<file path="src/rtl/read_mem_pkg.sv">
// Shared types and defaults for the button-driven RAM read sequencer.
package read_mem_pkg;

    // Sequencer states; every state other than IDLE reports busy.
    typedef enum logic [2:0] {
        IDLE,
        ISSUE,
        WAIT,
        HOLD,
        DONE
    } state_e;

    // SINGLE reads one word; SWEEP walks addresses from 0.
    typedef enum logic {
        SINGLE,
        SWEEP
    } mode_e;

    // Default addresses, kept equal to the ones the writer demo stores to.
    localparam int DEF_ADDR_A = 6;
    localparam int DEF_ADDR_B = 0;

    // Number of push-buttons on the demo board.
    localparam int BTN_N = 3;

endpackage

</file>
<file path="src/rtl/read_mem_if.sv">
// RAM read port plus the valid/ready word stream towards the display driver.
interface read_mem_if #(
    parameter int ADDR_W = 8,
    parameter int DATA_W = 8
);
    logic              mem_rd_en;
    logic [ADDR_W-1:0] mem_addr;
    logic [DATA_W-1:0] mem_q;
    logic [DATA_W-1:0] out_data;
    logic [ADDR_W-1:0] out_addr;
    logic              out_valid;
    logic              out_ready;

    // Sequencer side.
    modport master (
        output mem_rd_en, mem_addr,
        input  mem_q,
        output out_data, out_addr, out_valid,
        input  out_ready
    );

    // RAM / consumer side.
    modport slave (
        input  mem_rd_en, mem_addr,
        output mem_q,
        input  out_data, out_addr, out_valid,
        output out_ready
    );
endinterface

</file>
<file path="src/rtl/read_mem_btn_edge_sync.sv">
// Per-bit 2-flop synchroniser for active-low buttons with a one-cycle
// press pulse on each synchronised 1->0 transition.
module btn_edge_sync #(
    parameter int N = 3
) (
    input  logic         clk,
    input  logic         rst_n,
    input  logic [N-1:0] btn_n,
    output logic [N-1:0] press
);
    logic [N-1:0] meta;
    logic [N-1:0] sync;
    logic [N-1:0] prev;

    // Synchronise and keep one cycle of history; reset to the released level
    // so no phantom press appears when reset is released.
    always_ff @(posedge clk or negedge rst_n) begin
        if (!rst_n) begin
            meta <= '1;
            sync <= '1;
            prev <= '1;
        end else begin
            meta <= btn_n;
            sync <= meta;
            prev <= sync;
        end
    end

    // A held button keeps sync low, so only the first cycle produces a pulse.
    assign press = prev & ~sync;

endmodule

</file>
<file path="src/rtl/read_mem.sv">
// Button-driven read sequencer: single reads at two fixed addresses or a
// sweep from address 0, absorbing the RAM read latency and presenting each
// word on a valid/ready stream.
module read_mem
    import read_mem_pkg::*;
#(
    parameter int ADDR_W    = 8,
    parameter int DATA_W    = 8,
    parameter int RD_LAT    = 1,
    parameter int ADDR_A    = DEF_ADDR_A,
    parameter int ADDR_B    = DEF_ADDR_B,
    parameter int SWEEP_LEN = 16
) (
    input  logic             clk,
    input  logic             rst_n,
    input  logic [BTN_N-1:0] btn,
    read_mem_if.master       bus,
    output logic             busy,
    output logic             sweep_done
);
    localparam int              CNT_W = $clog2(RD_LAT + 1);
    localparam logic [ADDR_W-1:0] LAST  = ADDR_W'(SWEEP_LEN - 1);

    logic [BTN_N-1:0]  press;
    state_e            state, state_d;
    mode_e             mode, mode_d;
    logic [ADDR_W-1:0] addr, addr_d;
    logic [CNT_W-1:0]  cnt, cnt_d;
    logic              cap;
    logic [DATA_W-1:0] out_data;
    logic [ADDR_W-1:0] out_addr;

    btn_edge_sync #(.N(BTN_N)) u_sync (
        .clk   (clk),
        .rst_n (rst_n),
        .btn_n (btn),
        .press (press)
    );

    // Next-state and datapath control; presses outside IDLE are dropped.
    always_comb begin
        state_d = state;
        mode_d  = mode;
        addr_d  = addr;
        cnt_d   = cnt;
        cap     = 1'b0;
        case (state)
            IDLE: begin
                if (press[0]) begin
                    addr_d  = ADDR_W'(ADDR_A);
                    mode_d  = SINGLE;
                    state_d = ISSUE;
                end else if (press[1]) begin
                    addr_d  = ADDR_W'(ADDR_B);
                    mode_d  = SINGLE;
                    state_d = ISSUE;
                end else if (press[2]) begin
                    addr_d  = '0;
                    mode_d  = SWEEP;
                    state_d = ISSUE;
                end
            end
            ISSUE: begin
                cnt_d   = CNT_W'(RD_LAT);
                state_d = WAIT;
            end
            WAIT: begin
                cnt_d = cnt - CNT_W'(1);
                // Last count is the cycle mem_q carries our word.
                if (cnt == CNT_W'(1)) begin
                    cap     = 1'b1;
                    state_d = HOLD;
                end
            end
            HOLD: begin
                if (bus.out_ready) begin
                    if (mode == SINGLE) begin
                        state_d = IDLE;
                    end else if (addr == LAST) begin
                        state_d = DONE;
                    end else begin
                        addr_d  = addr + ADDR_W'(1);
                        state_d = ISSUE;
                    end
                end
            end
            DONE:    state_d = IDLE;
            default: state_d = IDLE;
        endcase
    end

    // State, address, latency counter and captured word registers.
    always_ff @(posedge clk or negedge rst_n) begin
        if (!rst_n) begin
            state    <= IDLE;
            mode     <= SINGLE;
            addr     <= '0;
            cnt      <= '0;
            out_data <= '0;
            out_addr <= '0;
        end else begin
            state <= state_d;
            mode  <= mode_d;
            addr  <= addr_d;
            cnt   <= cnt_d;
            if (cap) begin
                out_data <= bus.mem_q;
                out_addr <= addr;
            end
        end
    end

    // addr only changes on entry to ISSUE, so it doubles as the held mem_addr.
    assign bus.mem_rd_en = (state == ISSUE);
    assign bus.mem_addr  = addr;
    assign bus.out_valid = (state == HOLD);
    assign bus.out_data  = out_data;
    assign bus.out_addr  = out_addr;
    assign busy          = (state != IDLE);
    assign sweep_done    = (state == DONE);

endmodule

</file>
<file path="src/flat_wrapper.sv">
// flat-port wrapper written by rule: the top's interface ports become plain ports
module read_mem_flat import read_mem_pkg::*;
#(
    parameter int ADDR_W    = 8,
    parameter int DATA_W    = 8,
    parameter int RD_LAT    = 1,
    parameter int ADDR_A    = DEF_ADDR_A,
    parameter int ADDR_B    = DEF_ADDR_B,
    parameter int SWEEP_LEN = 16
)
  (clk, rst_n, btn, busy, sweep_done, bus_mem_rd_en, bus_mem_addr, bus_mem_q, bus_out_data, bus_out_addr, bus_out_valid, bus_out_ready);
  read_mem_if #(.ADDR_W(ADDR_W), .DATA_W(DATA_W)) bus_i ();
  input  logic clk;
  input  logic rst_n;
  input  logic [BTN_N-1:0] btn;
  output logic busy;
  output logic sweep_done;
  output wire logic [$bits(bus_i.mem_rd_en)-1:0] bus_mem_rd_en;
  output wire logic [$bits(bus_i.mem_addr)-1:0] bus_mem_addr;
  input wire logic [$bits(bus_i.mem_q)-1:0] bus_mem_q;
  output wire logic [$bits(bus_i.out_data)-1:0] bus_out_data;
  output wire logic [$bits(bus_i.out_addr)-1:0] bus_out_addr;
  output wire logic [$bits(bus_i.out_valid)-1:0] bus_out_valid;
  input wire logic [$bits(bus_i.out_ready)-1:0] bus_out_ready;
  assign bus_mem_rd_en = bus_i.mem_rd_en;
  assign bus_mem_addr = bus_i.mem_addr;
  assign bus_i.mem_q = bus_mem_q;
  assign bus_out_data = bus_i.out_data;
  assign bus_out_addr = bus_i.out_addr;
  assign bus_out_valid = bus_i.out_valid;
  assign bus_i.out_ready = bus_out_ready;
  read_mem #(.ADDR_W(ADDR_W), .DATA_W(DATA_W), .RD_LAT(RD_LAT), .ADDR_A(ADDR_A), .ADDR_B(ADDR_B), .SWEEP_LEN(SWEEP_LEN)) u_core (.clk(clk), .rst_n(rst_n), .btn(btn), .bus(bus_i), .busy(busy), .sweep_done(sweep_done));
endmodule
</file>
<file path="config.mk">
export PLATFORM = sky130hd
export DESIGN_NAME = read_mem_flat
export DESIGN_NICKNAME = d
export VERILOG_FILES = /design/src/rtl/read_mem_pkg.sv /design/src/rtl/read_mem_if.sv /design/src/rtl/read_mem_btn_edge_sync.sv /design/src/rtl/read_mem.sv /design/src/flat_wrapper.sv
export SDC_FILE = /design/constraint.sdc
export NUM_CORES = 1
export LEC_CHECK = 0
export BUFFER_PORTS_ARGS = -buffer_cell sky130_fd_sc_hd__buf_4
export CORE_MARGIN = 3
export CORE_UTILIZATION = 50
export CTS_BUF_LIST = sky130_fd_sc_hd__clkbuf_2 sky130_fd_sc_hd__clkbuf_4 sky130_fd_sc_hd__clkbuf_8
export CTS_CLUSTER_SIZE = 25
export DETAILED_ROUTE_END_ITERATION = 16
export PLACE_DENSITY_LB_ADDON = 0.2
export RECOVER_POWER = 100
export SETUP_SLACK_MARGIN = 0.4
export SLEW_MARGIN = 25
export SYNTH_ARGS = -nofsm -noshare
export SYNTH_HDL_FRONTEND = slang
export SYNTH_SLANG_ARGS = --single-unit
</file>
<file path="constraint.sdc">
create_clock -name clk -period 3.42 [get_ports clk]
set_input_delay 0.513 -clock clk [delete_from_list [all_inputs] [get_ports clk]]
set_output_delay 0.513 -clock clk [all_outputs]
set_load 0.05 [all_outputs]
</file>
==> results of run 1 <==
==> registers in the layout, indices dropped and copies added, names as in the netlist <==
name                 count
u_core.bus.mem_addr      8
u_core.bus.out_addr      8
u_core.bus.out_data      8
u_core.state             3
u_core.u_sync.meta       3
u_core.u_sync.prev       3
u_core.u_sync.sync       3
u_core.cnt               1
u_core.mode              1
==> per-layer routing <==
layer | track usage | vias to the layer above
li1 | - | 566
met1 | 0.200 | 569
met2 | 0.280 | 52
met3 | 0.0606 | 6
met4 | 0.0755 | 0
met5 | 0 | -
==> worst max-delay path, cell delays in order, from the launching register on <==
cell,delay (ns)
sky130_fd_sc_hd__dfrtp_1,0.52
sky130_fd_sc_hd__nor3_1,0.48
sky130_fd_sc_hd__inv_1,0.14
sky130_fd_sc_hd__clkbuf_1,0.32
==> path summary, 6_finish.rpt <==
| kind | endpoint | slack (ns) | cells past startpoint |
|---|---|---|---|
| max | busy | 1.11 | 3 |
| min | u_core.u_sync.meta[2] | 0.28 | 1 |
| max reg2reg | u_core.bus.mem_addr[3] | 1.22 | 5 |
| min reg2reg | u_core.u_sync.sync[0] | 0.36 | 0 |
| max in group asynchronous | u_core.bus.out_addr[7] | 1.62 | 1 |
| min in group asynchronous | u_core.bus.out_addr[3] | 0.69 | 1 |
==> kinds of logic after synthesis <==
kind of cell,share of synthesized area
AOI/OAI and AO/OA,0.133
buffers and inverters,0.0364
muxes,0.109
adders and majority gates,0.00757
DFF,0.583
and+or+nand+nor,0.132
==> metrics by stage <==
stage | instance area (µm²) | hold WS (ns) | worst slack [ns] | utilization
floorplan | 1650 | 0.217 | 1.20 | -
global placement | 1970 | 0.346 | 1.62 | 0.635
finish | 1890 | 0.278 | 1.11 | 0.609
detailed placement | 1970 | 0.349 | 1.56 | 0.635
global route | 1890 | 0.247 | 0.932 | 0.609
CTS | 2030 | 0.115 | 1.23 | 0.655
==> cells in the final DEF, fill, tap and decap left out, types with 2 or more instances in the layout <==
cell | synthesis | layout
sky130_fd_sc_hd__clkbuf_4 | 0 | 9
sky130_fd_sc_hd__or2b_2 | 2 | 2
sky130_fd_sc_hd__nor2_1 | 11 | 11
sky130_fd_sc_hd__inv_1 | 4 | 4
sky130_fd_sc_hd__dfrtp_1 | 29 | 29
sky130_fd_sc_hd__a21oi_1 | 3 | 3
sky130_fd_sc_hd__o31ai_1 | 3 | 3
sky130_fd_sc_hd__nor3b_1 | 2 | 2
sky130_fd_sc_hd__nand3_1 | 3 | 3
sky130_fd_sc_hd__and3_2 | 2 | 2
sky130_fd_sc_hd__o21ai_1 | 7 | 2
sky130_fd_sc_hd__mux2_2 | 16 | 16
sky130_fd_sc_hd__nor3_1 | 2 | 3
sky130_fd_sc_hd__a31oi_1 | 5 | 5
sky130_fd_sc_hd__buf_4 | 0 | 10
sky130_fd_sc_hd__nand2_1 | 8 | 8
sky130_fd_sc_hd__clkbuf_1 | 0 | 28
sky130_fd_sc_hd__o21ai_0 | 4 | 9
sky130_fd_sc_hd__dfstp_2 | 9 | 8
==> area by class of cell <==
type	count	area (µm²)	area share
flip-flops and latches	38	962	0.509
multi-input cells	85	591	0.313
repair buffers	41	203	0.107
clock buffers	7	58.8	0.0311
well taps	44	55.1	0.0291
inverters	4	15.0	0.00795
clock inverters	1	5.00	0.00265
==> power by group through the flow <==
stage	sequential [mW]	combinational [mW]	clock, mW
floorplan	0.900	0.448	0
global placement	0.659	0.873	0
detailed placement	0.668	0.890	0
CTS	0.662	0.893	0.257
global route	0.670	0.846	0.280
finish	0.652	0.785	0.248
==> results.json, run 1 <==
{
  "io-pin-count": 42,
  "cts_max_level": 2,
  "violations": "max-capacitance violations, max-slew violations",
  "wl_met3_um": 215,
  "drive_gt1_frac": 0.301,
  "synth_largest_type_area_fraction": 0.439,
  "flip_flop_and_latch_count_after_synthesis": 38,
  "asyncSetResetFlopFracSynth": 1.00,
  "holdCritPathClass": "input port to register",
  "post-synth-top-area-cell": "sky130_fd_sc_hd__dfrtp_1",
  "postRouteWirelength_um": 3200,
  "dpl.hpwl_um": 2200,
  "swShare": 0.470,
  "floorplan.die.height_um": 63.5,
  "worst_clk_skew_ns": 0.00940,
  "cts-root-to-sink-buffers": 2,
  "synth_fp_nets": 146,
  "ys_top_cells_by_area": "sky130_fd_sc_hd__dfrtp_1, sky130_fd_sc_hd__dfstp_2, sky130_fd_sc_hd__mux2_2",
  "top_layer_used": "met4",
  "ys_seq_area_frac": 0.583,
  "grt_pass1_vias": 1265,
  "ctsRootBufferMaster": "sky130_fd_sc_hd__clkbuf_4",
  "count_of_standard_cell_rows": 20,
  "start_kind": "register",
  "core-area_mm2": 0.00310,
  "grt_setup_unrepaired": "no",
  "finalCriticalPeriod_ns": 2.31,
  "track_usage": 0.171,
  "vias": 1193,
  "global_route_wire_length_before_repair_um": 5370,
  "outcome": "finished with violations",
  "tritoncts_num_sinks": 38,
  "antenna_diode_count": 0,
  "netlist_area_before_placement_mm2": 0.00165,
  "critPathLaunch": "u_core.state[0]",
  "cts_hold_buf": 0,
  "gpl.final_weighted_congestion": 0.881,
  "data_required_time_of_the_critical_path_ns": 2.91,
  "drtPass1Iterations": 4,
  "synth.cells.most_frequent": "sky130_fd_sc_hd__dfrtp_1, sky130_fd_sc_hd__mux2_2, sky130_fd_sc_hd__nor2_1, sky130_fd_sc_hd__dfstp_2, sky130_fd_sc_hd__nand2_1",
  "grt_max_degree": 39,
  "met1Wirelength_um": 1330,
  "grt_antenna_before_repair": 0,
  "worst-endpoint-arrival_ns": 1.79,
  "final_max_slew_viol_count": 39,
  "leakagePower_nw": 0.822,
  "routed_wire_length_per_instance_um": 14.6,
  "maxCapViolCount": 1,
  "pwr-share-clk": 0.147,
  "post_synth_num_cell_types": 34,
  "cts-buffers-inserted": 5,
  "first_iter_violations": 54,
  "insertion_delay_ns": 0.34,
  "residual_drc_count": 0,
  "clk_pin_slew_ns": 0.11,
  "synth_top_flop_cell": "sky130_fd_sc_hd__dfrtp_1",
  "area_growth_pct": 14.4,
  "place_inst": 212,
  "finalCritPeriodShare": 0.674,
  "avgViaCountPerCell": 5.42,
  "yosys_warnings": 0,
  "timing.setup.tns_ns": 0,
  "cts_repair_resize_count": 0,
  "finish.cell_count_without_fillers": 220,
  "share_comb_of_total_power": 0.466,
  "worst-slew-pin-transition_ns": 1.92,
  "final_net_count": 190,
  "cell_internal_pwr_mw": 0.893,
  "share_seq_of_total_power": 0.387,
  "die-width_um": 63.5,
  "setup_viol": 0,
  "die_area_mm2": 0.00403,
  "wl_met2_um": 1590,
  "postSynthCellCount": 131,
  "synthesis.area_per_instance_um2": 12.6,
  "ir_worst_vdd_v": 0.000505,
  "n_fill_cell": 302,
  "rr_startpoint": "u_core.bus.mem_addr[4]",
  "cellPowerDensity_mw_per_mm2": 892,
  "cp_max_fo": 12,
  "io_buffer_count": 41,
  "start_util": 0.532,
  "cts.repair_timing.setup_buffer_count": 0,
  "final_antenna_net_count": 0,
  "end_kind": "output port",
  "power_switching_mw": 0.793,
  "grt_overflow_total": 0,
  "cts_tree": "built",
  "path_class": "register to output port",
  "total_power_mw": 1.69,
  "startpoint_of_the_lowest_slack_hold_path": "btn[2]",
  "maxSlewHeadroom": -0.282,
  "most_common_cell_in_the_netlist": "sky130_fd_sc_hd__dfrtp_1",
  "synth-edff-count": 0,
  "hold_viol_final": 0,
  "achievable-frequency_mhz": 434
}
Power figures use the tool's default switching activity.
==> run 2: changes to the inputs <==
- clock period: 3.42 -> 2.4 ns (I/O delays scaled with it)
==> run 2 against run 1 <==
Effect of this change:
- clock-buffer cell count stayed put
- wire length grew 9.4%
- largest cell class unchanged
- the run now ends clean
- worst hold slack worse by 0.17 ns
- highest routed layer unchanged
- cell count rose by 0.91%
- sequential share of layout area is 1.9 points lower
- sequential cell count did not move
- cell area is 4.0% higher
==> results.json, run 2 (synthesis gave the netlist of run 1 again) <==
{
  "postPlaceCellArea_mm2": 0.00199,
  "critical_path.max_stage_delay_ns": 0.55,
  "ff2ff_path_depth": 6,
  "final_max_slew_viol_count": 0,
  "gpl.final_weighted_congestion": 0.834,
  "drtPass1Iterations": 4,
  "startpoint_of_the_lowest_slack_hold_path": "btn[1]",
  "grt_setup_unrepaired": "no",
  "cts_tree": "built",
  "slowest_stage": "sky130_fd_sc_hd__dfrtp_1",
  "final_net_count": 192,
  "layout.cells.most_common_list": "sky130_fd_sc_hd__dfrtp_1, sky130_fd_sc_hd__clkbuf_1, sky130_fd_sc_hd__mux2_2, sky130_fd_sc_hd__buf_4, sky130_fd_sc_hd__nor2_1",
  "worst-slew-pin-transition_ns": 0.916,
  "vias": 1227,
  "final_core_utilization": 0.633,
  "cp_num_buf_inv": 2,
  "maxCapViolCount": 0,
  "cellPowerDensity_mw_per_mm2": 1270,
  "postRouteWirelength_um": 3500,
  "core-area_mm2": 0.00310,
  "ir_worst_vdd_v": 0.000638,
  "regToRegSetupSlack_ns": 0.40,
  "data_required_time_of_the_critical_path_ns": 2.04,
  "cpLargestDelayFamily": "flip-flops",
  "worst_clk_skew_ns": 0.00995,
  "final_antenna_net_count": 0,
  "maxSlewHeadroom": 0.389,
  "postLayoutCellArea_mm2": 0.00197,
  "path_class": "register to output port",
  "rr_startpoint": "u_core.bus.mem_addr[0]",
  "crit-reg2reg-capture": "u_core.bus.mem_addr[6]",
  "worst-endpoint-arrival_ns": 1.64,
  "cts-root-to-sink-buffers": 2,
  "start_util": 0.532,
  "io-pin-count": 42,
  "cp_max_fo": 11,
  "drive_gt1_frac": 0.343,
  "n_fill_cell": 287,
  "grt_overflow_total": 0,
  "floorplan.die.height_um": 63.5,
  "die_area_mm2": 0.00403,
  "avgViaCountPerCell": 5.53,
  "dpl.hpwl_um": 2350,
  "clk_pin_slew_ns": 0.11,
  "grt_pass1_vias": 1230,
  "residual_drc_count": 0,
  "start_kind": "register",
  "hold-path-cell-count": 1,
  "global_route_wire_length_before_repair_um": 5870,
  "outcome": "finished clean",
  "achievable-frequency_mhz": 500,
  "insertion_delay_ns": 0.35,
  "ctsRootBufferMaster": "sky130_fd_sc_hd__clkbuf_4",
  "grt_max_degree": 39,
  "leakagePower_nw": 0.860,
  "track_usage": 0.190,
  "io_buffer_count": 41,
  "end_kind": "output port",
  "count_of_standard_cell_rows": 20,
  "setup_viol": 0,
  "finish.cell_count_without_fillers": 222,
  "power_switching_mw": 1.19,
  "cts_max_level": 2,
  "grt_antenna_before_repair": 0,
  "tritoncts_num_sinks": 38,
  "holdCritPathClass": "input port to register",
  "hold_viol_final": 0,
  "swShare": 0.476,
  "finalCritPeriodShare": 0.833,
  "share_comb_of_total_power": 0.474,
  "routed_wire_length_per_instance_um": 15.8,
  "pwr-share-clk": 0.147,
  "min_delay_worst_endpoint": "u_core.u_sync.meta[1]",
  "finalCriticalPeriod_ns": 2.00,
  "cp_cell_sequence": "nor3_4 > inv_1 > clkbuf_2",
  "first_iter_violations": 112,
  "share_seq_of_total_power": 0.380,
  "layout.cells.most_common": "sky130_fd_sc_hd__dfrtp_1",
  "cts-buffers-inserted": 5,
  "antenna_diode_count": 0,
  "die-width_um": 63.5,
  "area_growth_pct": 19.0,
  "cell_internal_pwr_mw": 1.31,
  "timing.setup.tns_ns": 0,
  "place_inst": 213
}
==> run 2: cell count changes in the layout (fill, tap and decap cells not counted), moves of 2 or more <==
cell                       delta
sky130_fd_sc_hd__clkbuf_2     +3
sky130_fd_sc_hd__nor3_4       +2
sky130_fd_sc_hd__clkbuf_1     -4
sky130_fd_sc_hd__buf_4        +2
==> run 2: per-layer routing <==
metal,wire (µm),up-vias,track usage
li1,-,566,-
met1,1460,605,0.238
met2,1680,47,0.293
met3,285,9,0.0731
met4,76,0,0.0809
met5,0,-,0
==> run 2: worst max-delay path by stage <==
stage / cells past startpoint / endpoint / start / slack (ns)
after floorplan: 6 / u_core.bus.mem_addr[6] / u_core.bus.mem_addr[0] / 0.50
after global placement: 6 / u_core.bus.mem_addr[6] / u_core.bus.mem_addr[0] / 0.67
after detailed placement: 5 / u_core.bus.mem_addr[6] / u_core.state[0] / 0.58
after CTS: 3 / bus_out_valid / u_core.state[0] / 0.38
after global routing: 6 / u_core.bus.mem_addr[7] / u_core.bus.mem_addr[0] / 0.26
final: 3 / busy / u_core.state[2] / 0.40
==> run 2: final cells by class <==
class / count / area [µm²] / area share
repair buffers: 43 / 228 / 0.116
well taps: 44 / 55.1 / 0.0280
multi-input cells: 85 / 641 / 0.326
inverters: 4 / 15.0 / 0.00764
clock buffers: 7 / 58.8 / 0.0299
clock inverters: 1 / 5.00 / 0.00255
flip-flops and latches: 38 / 963 / 0.490
==> run 2: power by group through the flow <==
stage / combinational, mW / clock (mW) / sequential (mW)
after global placement: 1.26 / 0 / 0.944
after floorplan: 0.645 / 0 / 1.28
after global routing: 1.27 / 0.406 / 0.979
after CTS: 1.31 / 0.369 / 0.956
final: 1.18 / 0.367 / 0.950
after detailed placement: 1.30 / 0 / 0.956
==> run 2: through the flow <==
| stage | power (mW) | worst slack (ns) | hold WS [ns] |
|---|---|---|---|
| after detailed placement | 2.25 | 0.581 | 0.347 |
| after global routing | 2.65 | 0.261 | 0.0856 |
| after global placement | 2.21 | 0.666 | 0.343 |
| final | 2.50 | 0.400 | 0.111 |
| after CTS | 2.64 | 0.377 | 0.104 |
| after floorplan | 1.93 | 0.497 | 0.0644 |
==> run 2: what timing repair did <==
item | 4_1_cts | 5_1_grt
endpoints found under the hold margin | 29 | 0
pin swaps | 0 | 0
buffers inserted | 0 | 0
gates resized for setup | 2 | 3
hold buffers | 1 | 0
setup endpoints to repair | 2 | 2
gates cloned | 0 | 0
==> run 2: worst reg2reg max path: cells and delay by family, from the launching register on <==
family / cells / cell delay, ns
compound gates: 4 / 0.91
fa+ha+maj: 1 / 0.27
flops: 1 / 0.45
simple gates: 1 / 0.27
==> run 3: changes to the inputs <==
- CORE_UTILIZATION: 50 -> 49
- clock period: 2.4 -> 1.8 ns (I/O delays scaled with it)
==> run 3 against run 2 <==
Effect of this change:
- wire length rose by 23%
- global-route usage grew 2.5 points
- sequential share of layout area is 10 points lower
- clock skew fell by 0.0034 ns
- worst hold slack gained 0.026 ns
- power up 64%
- clock power up 27%
- non-clock buffer count is 34 higher
- largest power group unchanged
==> results.json, run 3 (synthesis gave the netlist of run 1 again) <==
{
  "routed_wire_length_per_instance_um": 16.8,
  "ff2ff_path_depth": 6,
  "count_of_standard_cell_rows": 20,
  "timing.setup.tns_ns": 0,
  "crit_path_end": "u_core.bus.out_addr[2]",
  "finalCritPeriodShare": 0.947,
  "ir_worst_vdd_v": 0.00105,
  "io_buffer_count": 41,
  "worst-slew-pin-transition_ns": 0.911,
  "residual_drc_count": 0,
  "crit-reg2reg-capture": "u_core.bus.out_addr[2]",
  "grt_setup_unrepaired": "yes",
  "cts-root-to-sink-buffers": 2,
  "total_power_mw": 4.11,
  "avgViaCountPerCell": 5.53,
  "drtPass1Iterations": 4,
  "timing.critical_path.mode_cell": "sky130_fd_sc_hd__buf_6",
  "final_core_utilization": 0.796,
  "area_growth_pct": 50.8,
  "start_kind": "register",
  "regToRegSetupSlack_ns": 0.1,
  "cellPowerDensity_mw_per_mm2": 1650,
  "setup_slack_ns": 0.0960,
  "clk_pin_slew_ns": 0.11,
  "rr_startpoint": "u_core.state[2]",
  "io-pin-count": 42,
  "cp_num_buf_inv": 4,
  "pre_cts_slack_ns": 0.0560,
  "hold_viol_final": 0,
  "gpl.final_weighted_congestion": 0.785,
  "timing.critical_path.depth": 6,
  "vias": 1422,
  "postRouteWirelength_um": 4310,
  "cp_max_fo": 8,
  "tritoncts_num_sinks": 38,
  "finalCriticalPeriod_ns": 1.70,
  "track_usage": 0.215,
  "cp_cell_sequence": "buf_6 > buf_6 > nor3_4 > buf_12 > clkbuf_4 > mux2_4",
  "final_net_count": 227,
  "leakagePower_nw": 1.10,
  "cts_tree": "built",
  "floorplan.die.height_um": 64.1,
  "setup_viol": 0,
  "grt_antenna_before_repair": 0,
  "worst-endpoint-arrival_ns": 1.94,
  "global_route_wire_length_before_repair_um": 6770,
  "path_class": "register to register",
  "critPathLaunch": "u_core.state[2]",
  "holdCritPathClass": "input port to register",
  "grt_pass1_vias": 1391,
  "grt_max_degree": 39,
  "final_max_slew_viol_count": 0,
  "maxCapViolCount": 0,
  "dpl.hpwl_um": 2260,
  "place_inst": 216,
  "ctsRootBufferMaster": "sky130_fd_sc_hd__clkbuf_4",
  "finish.cell_count_without_fillers": 257,
  "slowest_stage": "sky130_fd_sc_hd__dfrtp_1",
  "worst_clk_skew_ns": 0.00654,
  "data_required_time_of_the_critical_path_ns": 2.04,
  "core-area_mm2": 0.00313,
  "drive_gt1_frac": 0.521,
  "start_util": 0.528,
  "first_iter_violations": 69,
  "outcome": "finished clean",
  "grt_overflow_total": 0,
  "layout.cells.most_common": "sky130_fd_sc_hd__buf_4",
  "die-width_um": 64.1,
  "cts_max_level": 2,
  "postLayoutCellArea_mm2": 0.00249,
  "layout.cells.most_common_list": "sky130_fd_sc_hd__buf_4, sky130_fd_sc_hd__dfrtp_1, sky130_fd_sc_hd__clkbuf_1, sky130_fd_sc_hd__mux2_4, sky130_fd_sc_hd__nor2_1",
  "cpLargestDelayFamily": "buffers and inverters",
  "final_antenna_net_count": 0,
  "postPlaceCellArea_mm2": 0.00211,
  "insertion_delay_ns": 0.35,
  "maxSlewHeadroom": 0.392,
  "finalHoldWorstSlack_ns": 0.137,
  "antenna_diode_count": 0,
  "die_area_mm2": 0.00410,
  "end_kind": "register",
  "critical_path.max_stage_delay_ns": 0.49,
  "cts-buffers-inserted": 5,
  "achievable-frequency_mhz": 587
}
run 3: cell types whose count changed in the layout (fill, tap and decap cells not counted), moves of 4 or more:
cell                       previous run  this run
sky130_fd_sc_hd__dfrtp_1             28        22
sky130_fd_sc_hd__buf_8                0         6
sky130_fd_sc_hd__mux2_2              15         1
sky130_fd_sc_hd__dfrtp_2              1         7
sky130_fd_sc_hd__clkbuf_1            24        20
sky130_fd_sc_hd__mux2_4               0        11
sky130_fd_sc_hd__buf_4               12        32
sky130_fd_sc_hd__o21ai_1              2         6
sky130_fd_sc_hd__o21ai_0              9         4
sky130_fd_sc_hd__buf_6                0         7
run 3: worst min-delay path by stage:
stage | endpoint | from | slack [ns] | cells past startpoint
3_5_place_dp | u_core.state[1] | rst_n | 0.26 | 1
5_1_grt | u_core.bus.out_data[7] | bus_mem_q[7] | 0.10 | 2
3_3_place_gp | u_core.state[2] | rst_n | 0.25 | 1
6_report | u_core.bus.out_data[7] | bus_mem_q[7] | 0.14 | 2
2_1_floorplan | u_core.bus.mem_addr[0] | rst_n | -0.03 | 0
4_1_cts | u_core.u_sync.meta[0] | btn[0] | 0.004 | 1
run 3: layout make-up:
| cell class | instances | area, µm² |
|---|---|---|
| Sequential cell | 38 | 971 |
| Multi-Input combinational cell | 86 | 776 |
| Fill cell | 185 | 637 |
| Timing Repair Buffer | 77 | 604 |
| Tap cell | 44 | 55.1 |
| Clock buffer | 6 | 51.3 |
| Inverter | 4 | 21.3 |
| Clock inverter | 2 | 12.5 |
run 3: timing repair:
action | in CTS | in global routing
hold buffers | 1 | 3
endpoints found under the hold margin | 29 | 3
cloned | 2 | 0
endpoints found under the setup margin | 30 | 36
resized for setup | 24 | 23
setup buffers | 20 | 7
pin swaps | 12 | 2
run 3: per-layer routing:
layer / up-vias / part of all wire / track usage / routed length, µm
li1: 643 / - / - / -
met1: 681 / 0.40 / 0.264 / 1700
met2: 77 / 0.50 / 0.347 / 2130
met3: 21 / 0.074 / 0.0668 / 320
met4: 0 / 0.034 / 0.0943 / 147
met5: - / 0 / 0 / 0
run 3: power by group:
group / internal (mW) / switching, mW / total [mW] / leakage, nW
logic: 1.01 / 1.40 / 2.41 / 0.605
registers: 1.07 / 0.162 / 1.23 / 0.457
clock network: 0.188 / 0.280 / 0.467 / 0.0343
total: 2.27 / 1.84 / 4.11 / 1.10
